`config.mk`:
```
export PLATFORM = sky130hd
export DESIGN_NAME = freq_sweep
export DESIGN_NICKNAME = d
export VERILOG_FILES = /design/src/rtl/apu_pkg.sv /design/src/rtl/sweep_timer.sv /design/src/rtl/freq_sweep.sv
export SDC_FILE = /design/constraint.sdc
export NUM_CORES = 1
export LEC_CHECK = 0
export CORE_AREA = 2 2 83 85
export DETAILED_ROUTE_END_ITERATION = 10
export DIE_AREA = 0 0 85 87
export GPL_TIMING_DRIVEN = 0
export HOLD_SLACK_MARGIN = 0.06
export PLACE_DENSITY_LB_ADDON = 0.12
export SLEW_MARGIN = 5
export SYNTH_ARGS = -nofsm -noshare
export SYNTH_HDL_FRONTEND = slang
export SYNTH_SLANG_ARGS = --single-unit
```
`constraint.sdc`:
```
create_clock -name clk -period 8.4 [get_ports clk]
set_input_delay 1.68 -clock clk [delete_from_list [all_inputs] [get_ports clk]]
set_output_delay 1.68 -clock clk [all_outputs]
set_load 0.05 [all_outputs]
```
`src/rtl/apu_pkg.sv`:
```
// apu_pkg: shared state encoding and default widths for the APU frequency sweep unit.
package apu_pkg;

    localparam int DEF_FREQ_W   = 11;
    localparam int DEF_SHIFT_W  = 3;
    localparam int DEF_PERIOD_W = 3;

    typedef enum logic [1:0] {
        ST_IDLE   = 2'd0,
        ST_SHIFT  = 2'd1,
        ST_SUM    = 2'd2,
        ST_COMMIT = 2'd3
    } sweep_state_t;

endpackage

```
`src/rtl/sweep_timer.sv`:
```
// sweep_timer: sweep period divider; counts sweep ticks down and flags the tick
// that brings it to zero, reloading itself on that tick. A period of 0 counts
// as the longest period (2**PERIOD_W ticks).
module sweep_timer #(
    parameter int PERIOD_W = 3
) (
    input  logic                clk,
    input  logic                apu_reset,
    input  logic                i_load,
    input  logic [PERIOD_W-1:0] i_period,
    input  logic                i_tick,
    output logic                o_zero
);

    localparam logic [PERIOD_W:0] ONE_COUNT = {{PERIOD_W{1'b0}}, 1'b1};
    localparam logic [PERIOD_W:0] MAX_COUNT = {1'b1, {PERIOD_W{1'b0}}};

    logic [PERIOD_W:0] r_count;
    logic [PERIOD_W:0] w_reload;

    assign w_reload = (i_period == '0) ? MAX_COUNT : {1'b0, i_period};
    assign o_zero   = i_tick && (r_count <= ONE_COUNT);

    // Count ticks down; load on trigger, reload when the count reaches zero.
    always_ff @(posedge clk or posedge apu_reset) begin
        if (apu_reset) begin
            r_count <= '0;
        end else if (i_load) begin
            r_count <= w_reload;
        end else if (i_tick) begin
            if (o_zero) begin
                r_count <= w_reload;
            end else begin
                r_count <= r_count - ONE_COUNT;
            end
        end
    end

endmodule

```
`src/rtl/freq_sweep.sv`:
```
// freq_sweep: APU square-channel frequency sweep unit. A shift/add calculation
// FSM computes shadow +/- (shadow >> shift), commits it on period expiry and
// disables the channel on overflow.
// Optional build macro FREQ_SWEEP_NEG_QUIRK_EN: after a negate-mode calculation
// since the last trigger, a config write clearing negate disables the channel.
module freq_sweep
    import apu_pkg::*;
#(
    parameter int FREQ_W   = DEF_FREQ_W,
    parameter int SHIFT_W  = DEF_SHIFT_W,
    parameter int PERIOD_W = DEF_PERIOD_W
) (
    input  logic                clk,
    input  logic                apu_reset,
    input  logic                cfg_wr,
    input  logic [PERIOD_W-1:0] cfg_period,
    input  logic                cfg_negate,
    input  logic [SHIFT_W-1:0]  cfg_shift,
    input  logic                freq_wr,
    input  logic [FREQ_W-1:0]   freq_d,
    input  logic                trigger,
    input  logic                sweep_tick,
    output logic                cfg_negate_q,
    output logic [FREQ_W-1:0]   freq,
    output logic                ch_off,
    output logic                busy
);

    localparam logic [SHIFT_W-1:0] ONE_SHIFT = {{(SHIFT_W-1){1'b0}}, 1'b1};

    logic [PERIOD_W-1:0] r_cfgPeriod;
    logic                r_cfgNegate;
    logic [SHIFT_W-1:0]  r_cfgShift;
    logic [FREQ_W-1:0]   r_freq;
    logic [FREQ_W-1:0]   r_shadow;
    logic [FREQ_W-1:0]   r_operand;
    logic [SHIFT_W-1:0]  r_cnt;
    logic [SHIFT_W-1:0]  r_calcShift;
    logic                r_calcNeg;
    logic                r_isUpdate;
    logic                r_sweepEn;
    logic                r_pending;
    logic                r_chOff;
    sweep_state_t        r_state;
`ifdef FREQ_SWEEP_NEG_QUIRK_EN
    logic                r_negUsed;
`endif

    logic                w_trigEn;
    logic                w_serve;
    logic                w_expire;
    logic                w_startUpdate;
    logic [FREQ_W:0]     w_sum;
    logic                w_ovf;

    assign w_trigEn      = (r_cfgPeriod != '0) || (r_cfgShift != '0);
    assign w_serve       = (r_state == ST_IDLE) && !trigger && r_sweepEn && (r_pending || sweep_tick);
    assign w_startUpdate = w_serve && w_expire && (r_cfgPeriod != '0);
    assign w_sum         = r_calcNeg ? ({1'b0, r_shadow} - {1'b0, r_operand})
                                     : ({1'b0, r_shadow} + {1'b0, r_operand});
    assign w_ovf         = !r_calcNeg && w_sum[FREQ_W];

    assign cfg_negate_q = r_cfgNegate;
    assign freq         = r_freq;
    assign ch_off       = r_chOff;
    assign busy         = (r_state != ST_IDLE);

    sweep_timer #(
        .PERIOD_W (PERIOD_W)
    ) u_timer (
        .clk       (clk),
        .apu_reset (apu_reset),
        .i_load    (trigger),
        .i_period  (r_cfgPeriod),
        .i_tick    (w_serve),
        .o_zero    (w_expire)
    );

    // Latch the sweep configuration fields; a running calculation keeps its own snapshot.
    always_ff @(posedge clk or posedge apu_reset) begin
        if (apu_reset) begin
            r_cfgPeriod <= '0;
            r_cfgNegate <= 1'b0;
            r_cfgShift  <= '0;
        end else if (cfg_wr) begin
            r_cfgPeriod <= cfg_period;
            r_cfgNegate <= cfg_negate;
            r_cfgShift  <= cfg_shift;
        end
    end

    // Trigger handling, tick arbitration and the shift/sum/commit calculation FSM.
    always_ff @(posedge clk or posedge apu_reset) begin
        if (apu_reset) begin
            r_freq      <= '0;
            r_shadow    <= '0;
            r_operand   <= '0;
            r_cnt       <= '0;
            r_calcShift <= '0;
            r_calcNeg   <= 1'b0;
            r_isUpdate  <= 1'b0;
            r_sweepEn   <= 1'b0;
            r_pending   <= 1'b0;
            r_chOff     <= 1'b0;
            r_state     <= ST_IDLE;
`ifdef FREQ_SWEEP_NEG_QUIRK_EN
            r_negUsed   <= 1'b0;
`endif
        end else begin
            r_chOff <= 1'b0;
            if (trigger) begin
                r_shadow  <= r_freq;
                r_sweepEn <= w_trigEn;
                r_pending <= sweep_tick && w_trigEn;
`ifdef FREQ_SWEEP_NEG_QUIRK_EN
                r_negUsed <= (r_cfgShift != '0) && r_cfgNegate;
`endif
                if (r_cfgShift != '0) begin
                    r_operand   <= r_freq;
                    r_cnt       <= r_cfgShift;
                    r_calcShift <= r_cfgShift;
                    r_calcNeg   <= r_cfgNegate;
                    r_isUpdate  <= 1'b0;
                    r_state     <= ST_SHIFT;
                end else begin
                    r_state <= ST_IDLE;
                end
            end else begin
                if ((r_state != ST_IDLE) && sweep_tick && r_sweepEn) begin
                    r_pending <= 1'b1;
                end
                case (r_state)
                    ST_IDLE: begin
                        r_pending <= 1'b0;
                        if (w_startUpdate) begin
                            r_operand   <= r_shadow;
                            r_cnt       <= r_cfgShift;
                            r_calcShift <= r_cfgShift;
                            r_calcNeg   <= r_cfgNegate;
                            r_isUpdate  <= 1'b1;
                            r_state     <= (r_cfgShift == '0) ? ST_SUM : ST_SHIFT;
`ifdef FREQ_SWEEP_NEG_QUIRK_EN
                            if (r_cfgNegate) begin
                                r_negUsed <= 1'b1;
                            end
`endif
                        end
                    end
                    ST_SHIFT: begin
                        r_operand <= r_operand >> 1;
                        r_cnt     <= r_cnt - ONE_SHIFT;
                        if (r_cnt == ONE_SHIFT) begin
                            r_state <= ST_SUM;
                        end
                    end
                    ST_SUM: begin
                        if (w_ovf) begin
                            r_chOff   <= 1'b1;
                            r_sweepEn <= 1'b0;
                            r_state   <= ST_IDLE;
                        end else if (r_isUpdate && (r_calcShift != '0)) begin
                            r_freq   <= w_sum[FREQ_W-1:0];
                            r_shadow <= w_sum[FREQ_W-1:0];
                            r_state  <= ST_COMMIT;
                        end else begin
                            r_state <= ST_IDLE;
                        end
                    end
                    ST_COMMIT: begin
                        r_operand  <= r_shadow;
                        r_cnt      <= r_calcShift;
                        r_isUpdate <= 1'b0;
                        r_state    <= ST_SHIFT;
                    end
                    default: begin
                        r_state <= ST_IDLE;
                    end
                endcase
            end
            if (freq_wr) begin
                r_freq <= freq_d;
            end
`ifdef FREQ_SWEEP_NEG_QUIRK_EN
            if (cfg_wr && !cfg_negate && r_negUsed) begin
                r_chOff   <= 1'b1;
                r_sweepEn <= 1'b0;
            end
`endif
        end
    end

endmodule

```
==> flow_summary.ini <==
[outcome]
status = complete, no violations

[cells_and_area]
syn2layout_area_growth_pct = 18.4
fin_cells = 549
drive_gt1_share_pct = 11.5
fin_area_mm2 = 0.00443
diodes = 0
layout.nets = 505

[power]
p_leak_nw = 1.82
pwr_density_cell_mw_per_mm2 = 371
peakVddDrop_mv = 0.246

[yosys]
syn_area_mm2 = 0.00374
synth_nets = 459
synth-edff-count = 0
syn_avg_cell_area_um2 = 8.94
ys.flop_type = dfrtp_1
synth.distinct_cells = 60
ys_ff_latch = 57
ys_seq_area_share_pct = 38.2
yosys_warnings = 0
synthArstFlopShare_pct = 100
synthCells = 418

[clock_tree]
cts_tree = done
cts_hold_buf = 0
cts_setup_buffers = 0
clock-sinks = 57
cts.clk_slew.worst_paths_ns = 0.07
clk_latency_ns = 0.35
cts-resized-gates = 0
cts_root_buf = clkbuf_8
cts_buffers = 9
clk_path_buf_depth = 2
htree_levels = 3

[worst_setup_path]
critPathBufInv = 3
cp.required_ns = 6.72
cpLargestDelayFamily = buffers and inverters
cpPeakStageDelay_ns = 0.83
path_max_fanout = 10
end_kind = primary output
cp_cell_sequence = clkbuf_1 -> nor2_1 -> inv_1 -> clkdlybuf4s50_1
reg2regPathDepth = 9
critPathKind = register to primary output
slowest_stage = clkdlybuf4s50_1
regToRegEndpoint = r_sweepEn
reg2reg_slack_ns = 4.91
worstPathArrival_ns = 2.11
start_kind = register
r2r-start = r_calcNeg

[detailed_routing]
vias_per_cell = 6.36
drc = 0
routedWlPerCell_um = 18.7
wl_mm = 10.3
vias = 3492
antenna_left = 0
drtIter0Drc = 320
dr.pass1.iters = 5

[grt]
grt_pass1_wl_mm = 16.9
grt_antenna_before_repair = 0
grt_pass1_vias = 3541
grt-ovfl-total = 0
track_usage_pct = 29.5
grt_max_degree = 37

[sta]
slew_headroom_pct = 47.6
period_minus_slack_ns = 3.79
finalHoldViolCount = 0
tightest_slew_ns = 0.776
fin_crit_sh_pct = 45.2
finalWorstSetupSlack_ns = 4.61
totalNegativeSetupSlack_ns = 0
finalSetupViolCount = 0
fin_skew_ns = 0.00686
timing.hold.ws_ns = 0.520
drv_slew = 0
timing.fmax_mhz = 264
rsz0062_at_grt = no

[floorplanning]
dieHeight_um = 87
core_mm2 = 0.00657
start_util_pct = 56.9
ios = 38
dieWidth_um = 85
die_area_mm2 = 0.00740
rows = 30

[placement]
dpl.hpwl_mm = 7.63
dpl.cell_count = 533
place_congestion = 0.952
place_ws_ns = 4.75
port_buffers = 34
placed_cell_area_mm2 = 0.00420

[min_path]
hold_class = register to register
worstHoldPathCells = 1
min_to = r_cfgPeriod[0]
hp-start = r_cfgPeriod[0]

[job]
cap_violations = 0
-- layout by cell type, fill, tap and decap left out, drive strengths merged, types with 7 or more instances in the layout --
cell,instances
nor2,47
clkdlybuf4s50,34
xnor2,16
dfrtp,57
clkbuf,21
mux2,18
o21ai,33
a211oi,8
nor2b,7
buf,11
a21oi,26
a31oi,12
ha,16
nand2,37
nor3,7
nand3,15
inv,17
o31ai,11
-- final cells by class --
cell class                      count  area [um2]
Multi-Input combinational cell    323        2150
Fill cell                         525        2140
Sequential cell                    57        1430
Timing Repair Buffer               35         360
Clock buffer                       11         151
Tap cell                           80         100
Buffer                             20        96.3
Clock inverter                      5        77.6
Inverter                           18        67.6
-- worst max-delay path by stage --
stage	start	to	slack, ns	depth (start not counted)
floorplan	apu_reset	cfg_negate_q	5.32	1
global placement	apu_reset	freq[1]	4.25	2
detailed placement	sweep_tick	r_operand[8]	4.75	8
CTS	r_state[1]	busy	4.62	4
global route	r_state[1]	busy	4.47	4
finish	r_state[1]	busy	4.61	4
-- registers in the layout (all words and copies together), names as in the netlist, 2 cells and up --
signal and cells:
r_cfgPeriod 3, r_calcShift 3, r_shadow 11, r_state 2
r_cnt 3, freq 11, r_operand 11, u_timer.r_count 4
r_cfgShift 3
-- metal layers --
metal,part of all wire [%],vias to the layer above,GRT usage [%],wire (um)
met2,49,129,49.1,5000
met5,0,-,0,0
met3,5.6,29,5.88,580
li1,-,1631,-,-
met4,2.6,0,13.0,269
met1,43,1703,37.4,4420
-- cells by family (layout without fill, tap and decap cells) --
kind of cell / Yosys count / in the layout / synth area share, %
compound gates: 129 / 129 / 23.2
xor+xnor: 19 / 19 / 4.45
fa+ha+maj: 17 / 17 / 5.89
buf+inv: 38 / 89 / 4.38
flops: 57 / 57 / 38.2
mux: 22 / 22 / 6.49
simple gates: 136 / 136 / 17.4
-- metrics by stage --
stage / power [W] / utilization, %
after global routing: 0.00175 / 67.4
after detailed placement: 0.00132 / 63.9
after global placement: 0.00130 / 63.6
after CTS: 0.00162 / 67.4
final: 0.00164 / 67.4
after floorplan: 0.00109 / -
-- synthesized netlist by cell type (all sizes together), types with 2 or more instances --
cell type  instances  area share [%]
a211oi             8             1.6
a21o               2            0.40
a21oi             26             3.5
a311oi             5             1.3
a31oi             12             2.0
a32oi              2            0.47
a41oi              5             1.2
and2               5            0.84
and3               4            0.80
buf               10             1.6
clkbuf            10             1.0
dfrtp             57              38
ha                16             5.4
inv               17             1.7
mux2              18             5.4
mux2i              4             1.1
nand2             37             3.7
nand2b             2            0.33
nand3             15             2.0
nand4              2            0.33
nor2              47             4.7
nor2b              7             1.2
nor3               7            0.94
nor4               3            0.90
o211ai             3            0.60
o21a               2            0.40
o21ai             33             4.5
o21bai             2            0.50
o221ai             5             1.2
o311ai             3            0.70
o31ai             11             2.3
or3                3            0.50
xnor2             16             3.7
xor2               3            0.70
-- power by group --
part           internal, W  switching (W)  total, W
clock             0.000182       0.000114  0.000296
sequential        0.000346      0.0000937  0.000440
combinational     0.000365       0.000541  0.000906
total             0.000893       0.000749   0.00164
Power figures use the tool's default switching activity.
